[src/rtl/pc_seq_ctrl.sv]
// Next-PC sequencer and fetch controller for the RV32I single-cycle core.
// Picks the value the PC register loads next. It also sequences boot, flush
// and halt, and keeps the exception PC, the trap cause and a retire count.
module pc_seq_ctrl #(
    parameter int unsigned           PC_WIDTH    = 32,
    parameter logic [PC_WIDTH-1:0]   BOOT_ADDR   = 32'h0000_0000,
    parameter logic [PC_WIDTH-1:0]   TRAP_VEC    = 32'h0000_0100,
    parameter int unsigned           BOOT_CYCLES = 2,
    parameter int unsigned           CNT_WIDTH   = 32
) (
    input  logic                 clk_i,
    input  logic                 rst_ni,
    input  logic [PC_WIDTH-1:0]  pc_i,
    input  logic                 stall_i,
    input  logic                 branch_taken_i,
    input  logic [PC_WIDTH-1:0]  branch_target_i,
    input  logic                 jump_i,
    input  logic [PC_WIDTH-1:0]  jump_target_i,
    input  logic                 trap_i,
    input  logic                 mret_i,
    input  logic                 halt_i,
    input  logic                 resume_i,
    output logic [PC_WIDTH-1:0]  pc_present_o,
    output logic                 fetch_en_o,
    output logic [PC_WIDTH-1:0]  epc_o,
    output logic                 cause_o,
    output logic                 misalign_o,
    output logic [CNT_WIDTH-1:0] retire_cnt_o,
    output logic [1:0]           state_o
);

    typedef enum logic [1:0] {
        ST_BOOT  = 2'd0,
        ST_RUN   = 2'd1,
        ST_FLUSH = 2'd2,
        ST_HALT  = 2'd3
    } state_e;

    state_e               state_q, state_d;
    logic [31:0]          boot_cnt_q, boot_cnt_d;
    logic [PC_WIDTH-1:0]  epc_q, epc_d;
    logic                 cause_q, cause_d;
    logic [CNT_WIDTH-1:0] retire_q, retire_d;

    logic [PC_WIDTH-1:0]  redir_target;
    logic                 redir_misaligned;

    // Jump outranks branch, so the jump target is the one checked for alignment.
    always_comb begin
        redir_target     = jump_i ? jump_target_i : branch_target_i;
        redir_misaligned = (jump_i || branch_taken_i) && (redir_target[1:0] != 2'b00);
    end

    // Next-state, next-PC and bookkeeping updates; one RUN action per cycle, by priority.
    always_comb begin
        state_d      = state_q;
        boot_cnt_d   = boot_cnt_q;
        epc_d        = epc_q;
        cause_d      = cause_q;
        retire_d     = retire_q;
        pc_present_o = pc_i;
        fetch_en_o   = 1'b0;
        misalign_o   = 1'b0;
        unique case (state_q)
            ST_BOOT: begin
                pc_present_o = BOOT_ADDR;
                if (boot_cnt_q == 32'(BOOT_CYCLES - 1)) begin
                    state_d    = ST_RUN;
                    boot_cnt_d = '0;
                end else begin
                    boot_cnt_d = boot_cnt_q + 32'd1;
                end
            end
            ST_RUN: begin
                fetch_en_o = 1'b1;
                if (trap_i) begin
                    pc_present_o = TRAP_VEC;
                    epc_d        = pc_i;
                    cause_d      = 1'b0;
                    state_d      = ST_FLUSH;
                end else if (stall_i) begin
                    pc_present_o = pc_i;
                end else if (redir_misaligned) begin
                    pc_present_o = TRAP_VEC;
                    epc_d        = pc_i;
                    cause_d      = 1'b1;
                    misalign_o   = 1'b1;
                    state_d      = ST_FLUSH;
                end else begin
                    // Every remaining action retires the current instruction.
                    retire_d = retire_q + CNT_WIDTH'(1);
                    if (halt_i) begin
                        pc_present_o = pc_i;
                        state_d      = ST_HALT;
                    end else if (mret_i) begin
                        pc_present_o = epc_q;
                        state_d      = ST_FLUSH;
                    end else if (jump_i) begin
                        pc_present_o = jump_target_i;
                    end else if (branch_taken_i) begin
                        pc_present_o = branch_target_i;
                    end else begin
                        pc_present_o = pc_i + PC_WIDTH'(4);
                    end
                end
            end
            ST_FLUSH: begin
                state_d = ST_RUN;
            end
            ST_HALT: begin
                if (resume_i) begin
                    pc_present_o = pc_i + PC_WIDTH'(4);
                    state_d      = ST_RUN;
                end
            end
            default: state_d = ST_BOOT;
        endcase
    end

    // State, boot counter, exception PC, cause and retire count; reset drops everything at once.
    always_ff @(posedge clk_i or negedge rst_ni) begin
        if (!rst_ni) begin
            state_q    <= ST_BOOT;
            boot_cnt_q <= '0;
            epc_q      <= '0;
            cause_q    <= 1'b0;
            retire_q   <= '0;
        end else begin
            state_q    <= state_d;
            boot_cnt_q <= boot_cnt_d;
            epc_q      <= epc_d;
            cause_q    <= cause_d;
            retire_q   <= retire_d;
        end
    end

    assign epc_o        = epc_q;
    assign cause_o      = cause_q;
    assign retire_cnt_o = retire_q;
    assign state_o      = state_q;

endmodule

[config.mk]
export PLATFORM = sky130hd
export DESIGN_NAME = pc_seq_ctrl
export DESIGN_NICKNAME = d
export VERILOG_FILES = /design/src/rtl/pc_seq_ctrl.sv
export SDC_FILE = /design/constraint.sdc
export NUM_CORES = 1
export LEC_CHECK = 0
export CAP_MARGIN = 40
export CORE_MARGIN = 5
export CORE_UTILIZATION = 34
export CTS_CLUSTER_SIZE = 16
export DETAILED_ROUTE_END_ITERATION = 10
export PLACE_DENSITY_LB_ADDON = 0.08
export SLEW_MARGIN = 20
export SYNTH_ARGS = -nofsm -noshare
export SYNTH_HDL_FRONTEND = slang
export SYNTH_SLANG_ARGS = --single-unit
[constraint.sdc]
create_clock -name clk_i -period 6.6 [get_ports clk_i]
set_clock_uncertainty 0.15 [all_clocks]
set_input_delay 0.66 -clock clk_i [delete_from_list [all_inputs] [get_ports clk_i]]
set_output_delay 0.66 -clock clk_i [all_outputs]
set_load 0.005 [all_outputs]
==> results.cfg <==
[die]
ioPinCount = 206
dieArea_sq_um = 22500
start_util = 0.344
std_cell_rows = 51
die_w_um = 150
core_sq_um = 19400
fp.dieH_um = 150

[synth]
synth_fp_nets = 869
synth-edff-count = 0
syn-mean-instance-area_sq_um = 8.77
synth_flop_cell = dfrtp_1
syn_inst = 760
yosysTopAreaCell = dfrtp_1
syn_area_sq_um = 6660
yosys.area_share.simple = 0.219
yosys_warnings = 0
synthAdderAreaFrac = 0.00751
synthMuxAreaShare = 0.0629
synth_top_family_by_area = simple AND/OR/NAND/NOR gates
synth-compound-area-share = 0.197
synth_top_cell_area_share = 0.372
yosys_register_bits = 99
postSynth.asyncResetShare = 1.00
ys_seq_area_frac = 0.372
netlist_top_cells_area = dfrtp_1, xnor2_1, mux2_2
synth.distinct_cells = 66
synthXorXnorAreaFrac = 0.104

[drt]
vias_per_cell = 5.43
drc = 0
ant_nets = 0
vias = 6621
first_iter_violations = 441
firstDrtPassIters = 5
drt-total-wl_um = 24200
wl_per_cell_um = 19.8

[setup_path]
critical_path_class = in -> out
reg2reg_from = state_o[1]
cp_common_cell = clkdlybuf4s50_1
slowest_delay_ps = 910
cp.arrival_ps = 3970
cp-start-kind = input port
required_ps = 5790
cp_max_fo = 8
rrSetupSlack_ps = 3470
r2r_cells = 6
cp-end-kind = output pin
cp_cell_sequence = clkdlybuf4s50_1 -> nand4_1 -> nor4_2 -> nand3_1 -> o31ai_1 -> a21oi_1 -> o22ai_1 -> clkdlybuf4s50_1
r2r_end = retire_cnt_o[23]
worst_path_max_delay_cell = nor4_2

[placed_design]
portBuffers = 205
routabilityCongestion = 0.884
hpwl_um = 17800
numPlacedInstances = 1201

[final_layout]
fillerInstances = 1915
nNetsFinal = 1058
final-seq-area_sq_um = 2480
drive_gt1_frac = 0.0787
layoutNonFillerInstCount = 1219
final_common_cell = clkdlybuf4s50_1
multi_input_area_sq_um = 3950
syn_to_final_growth_pct = 39.7
layout_common_cells = clkdlybuf4s50_1, dfrtp_1, nand2_1, o21ai_0, xnor2_1

[clocking]
post_cts_resize_count = 0
clock_latency_ps = 350
clk_path_buf_depth = 2
hold_buffers = 0
cts_buffers = 9
clk_pin_slew_worst_paths_ps = 80
cts_sinks = 99
htreeDepth = 3
clockRootBuffer = clkbuf_16
cts_tree = yes
cts_setup_buffers = 0

[pwr]
p_sw_frac = 0.346
seqPwrFrac = 0.344
p_leak_nw = 3.69
peakVddDrop_v = 0.000130
p_int_mw = 1.67
clock_power_share = 0.202
p_comb_frac = 0.453
p_per_area_nw_per_um2 = 274
p_sw_mw = 0.884

[job]
drv_cap = 0

[grt]
gr-total-overflow = 0
antenna_found_initial = 1
grt_util_all_layers = 0.214
grt_max_degree = 60
first_global_vias = 6513
grt_pass1_wl_um = 37800

[sta]
slew_violations = 0
rsz0062_at_grt = no
setup-tns-final_ps = 0
final-setup-viol-count = 0
fmax_mhz = 209
timing.slew.headroom = 0.403
tightest_slew_ps = 889
hold_viol = 0
final.min_clock_period_ps = 4780
timing.final.crit_share = 0.725

[min_path]
hold_path_class = in -> async

[run_status]
outcome = finished clean
-- cell usage after synthesis (3+ instances only) --
master / n
nor2b_1: 5
ha_1: 4
nor2_1: 49
dfrtp_1: 99
clkbuf_1: 28
nand4_1: 26
xnor2_1: 55
xor2_1: 24
nor3_1: 23
nand3_1: 29
o21ai_0: 64
o21bai_1: 4
a221o_1: 13
nand2_1: 76
a31oi_1: 7
nand2b_1: 8
nor4_1: 13
a221oi_1: 7
a22oi_1: 17
a21oi_1: 37
a21o_1: 5
o21a_1: 7
inv_1: 21
o22ai_1: 6
mux2_2: 31
or2_2: 4
and3_1: 21
and4_1: 9
o311ai_0: 5
and2_1: 5
mux2i_1: 7
o211ai_1: 3
buf_1: 8
-- power by group through the flow --
stage	registers [mW]	logic, mW	clock network [mW]
global placement	0.887	1.14	0
floorplan	0.849	0.518	0
global route	0.902	1.25	0.553
detailed placement	0.889	1.16	0
CTS	0.879	1.17	0.532
finish	0.879	1.16	0.516
-- worst max path at each step --
stage	start	slack (ps)	depth (start not counted)	to
floorplan	pc_i[9]	3380	7	pc_present_o[24]
global placement	branch_taken_i	1750	8	pc_present_o[22]
detailed placement	branch_taken_i	1790	7	pc_present_o[31]
CTS	branch_taken_i	1770	7	pc_present_o[31]
global route	pc_i[2]	1590	9	pc_present_o[18]
finish	pc_i[9]	1820	8	pc_present_o[18]
-- kinds of logic after synthesis --
kind of cell	Yosys count
AOI/OAI and AO/OA	197
buffers and inverters	62
and+or+nand+nor	281
xor gates and xnor gates	79
DFF	99
adders and majority gates	4
muxes	38
-- metrics by stage --
step	power, mW	area, sq um	setup slack (ps)	utilization	hold WS (ps)
after CTS	2.58	9260	1770	0.477	167
after floorplan	1.37	6660	3380	-	214
after detailed placement	2.05	8990	1790	0.463	315
final	2.55	9310	1820	0.480	137
after global routing	2.71	9300	1590	0.480	190
after global placement	2.03	8930	1750	0.461	312
-- critical path, delay by kind of cell --
family                 cells  cell delay [ps]
AOI/OAI and AO/OA          3              520
and+or+nand+nor            3             1530
buffers and inverters      2             1260
-- registers in the layout (all words and copies together), names as in the netlist --
signal,flops
boot_cnt_q,32
cause_o,1
epc_o,32
retire_cnt_o,32
state_o,2
-- per-layer routing --
| layer | share of wire | vias to the layer above | GRT usage |
|---|---|---|---|
| li1 | - | 3186 | - |
| met1 | 0.43 | 3148 | 0.294 |
| met2 | 0.45 | 258 | 0.329 |
| met3 | 0.097 | 29 | 0.0563 |
| met4 | 0.019 | 0 | 0.0650 |
| met5 | 0 | - | 0 |
-- layout make-up --
class	instances	area share
diodes	1	0.000269
clock buffers	12	0.0265
clock inverters	3	0.00255
inverters	21	0.00847
multi-input cells	599	0.424
flip-flops and latches	99	0.266
well taps	265	0.0356
repair buffers	219	0.236
Power figures use the tool's default switching activity.
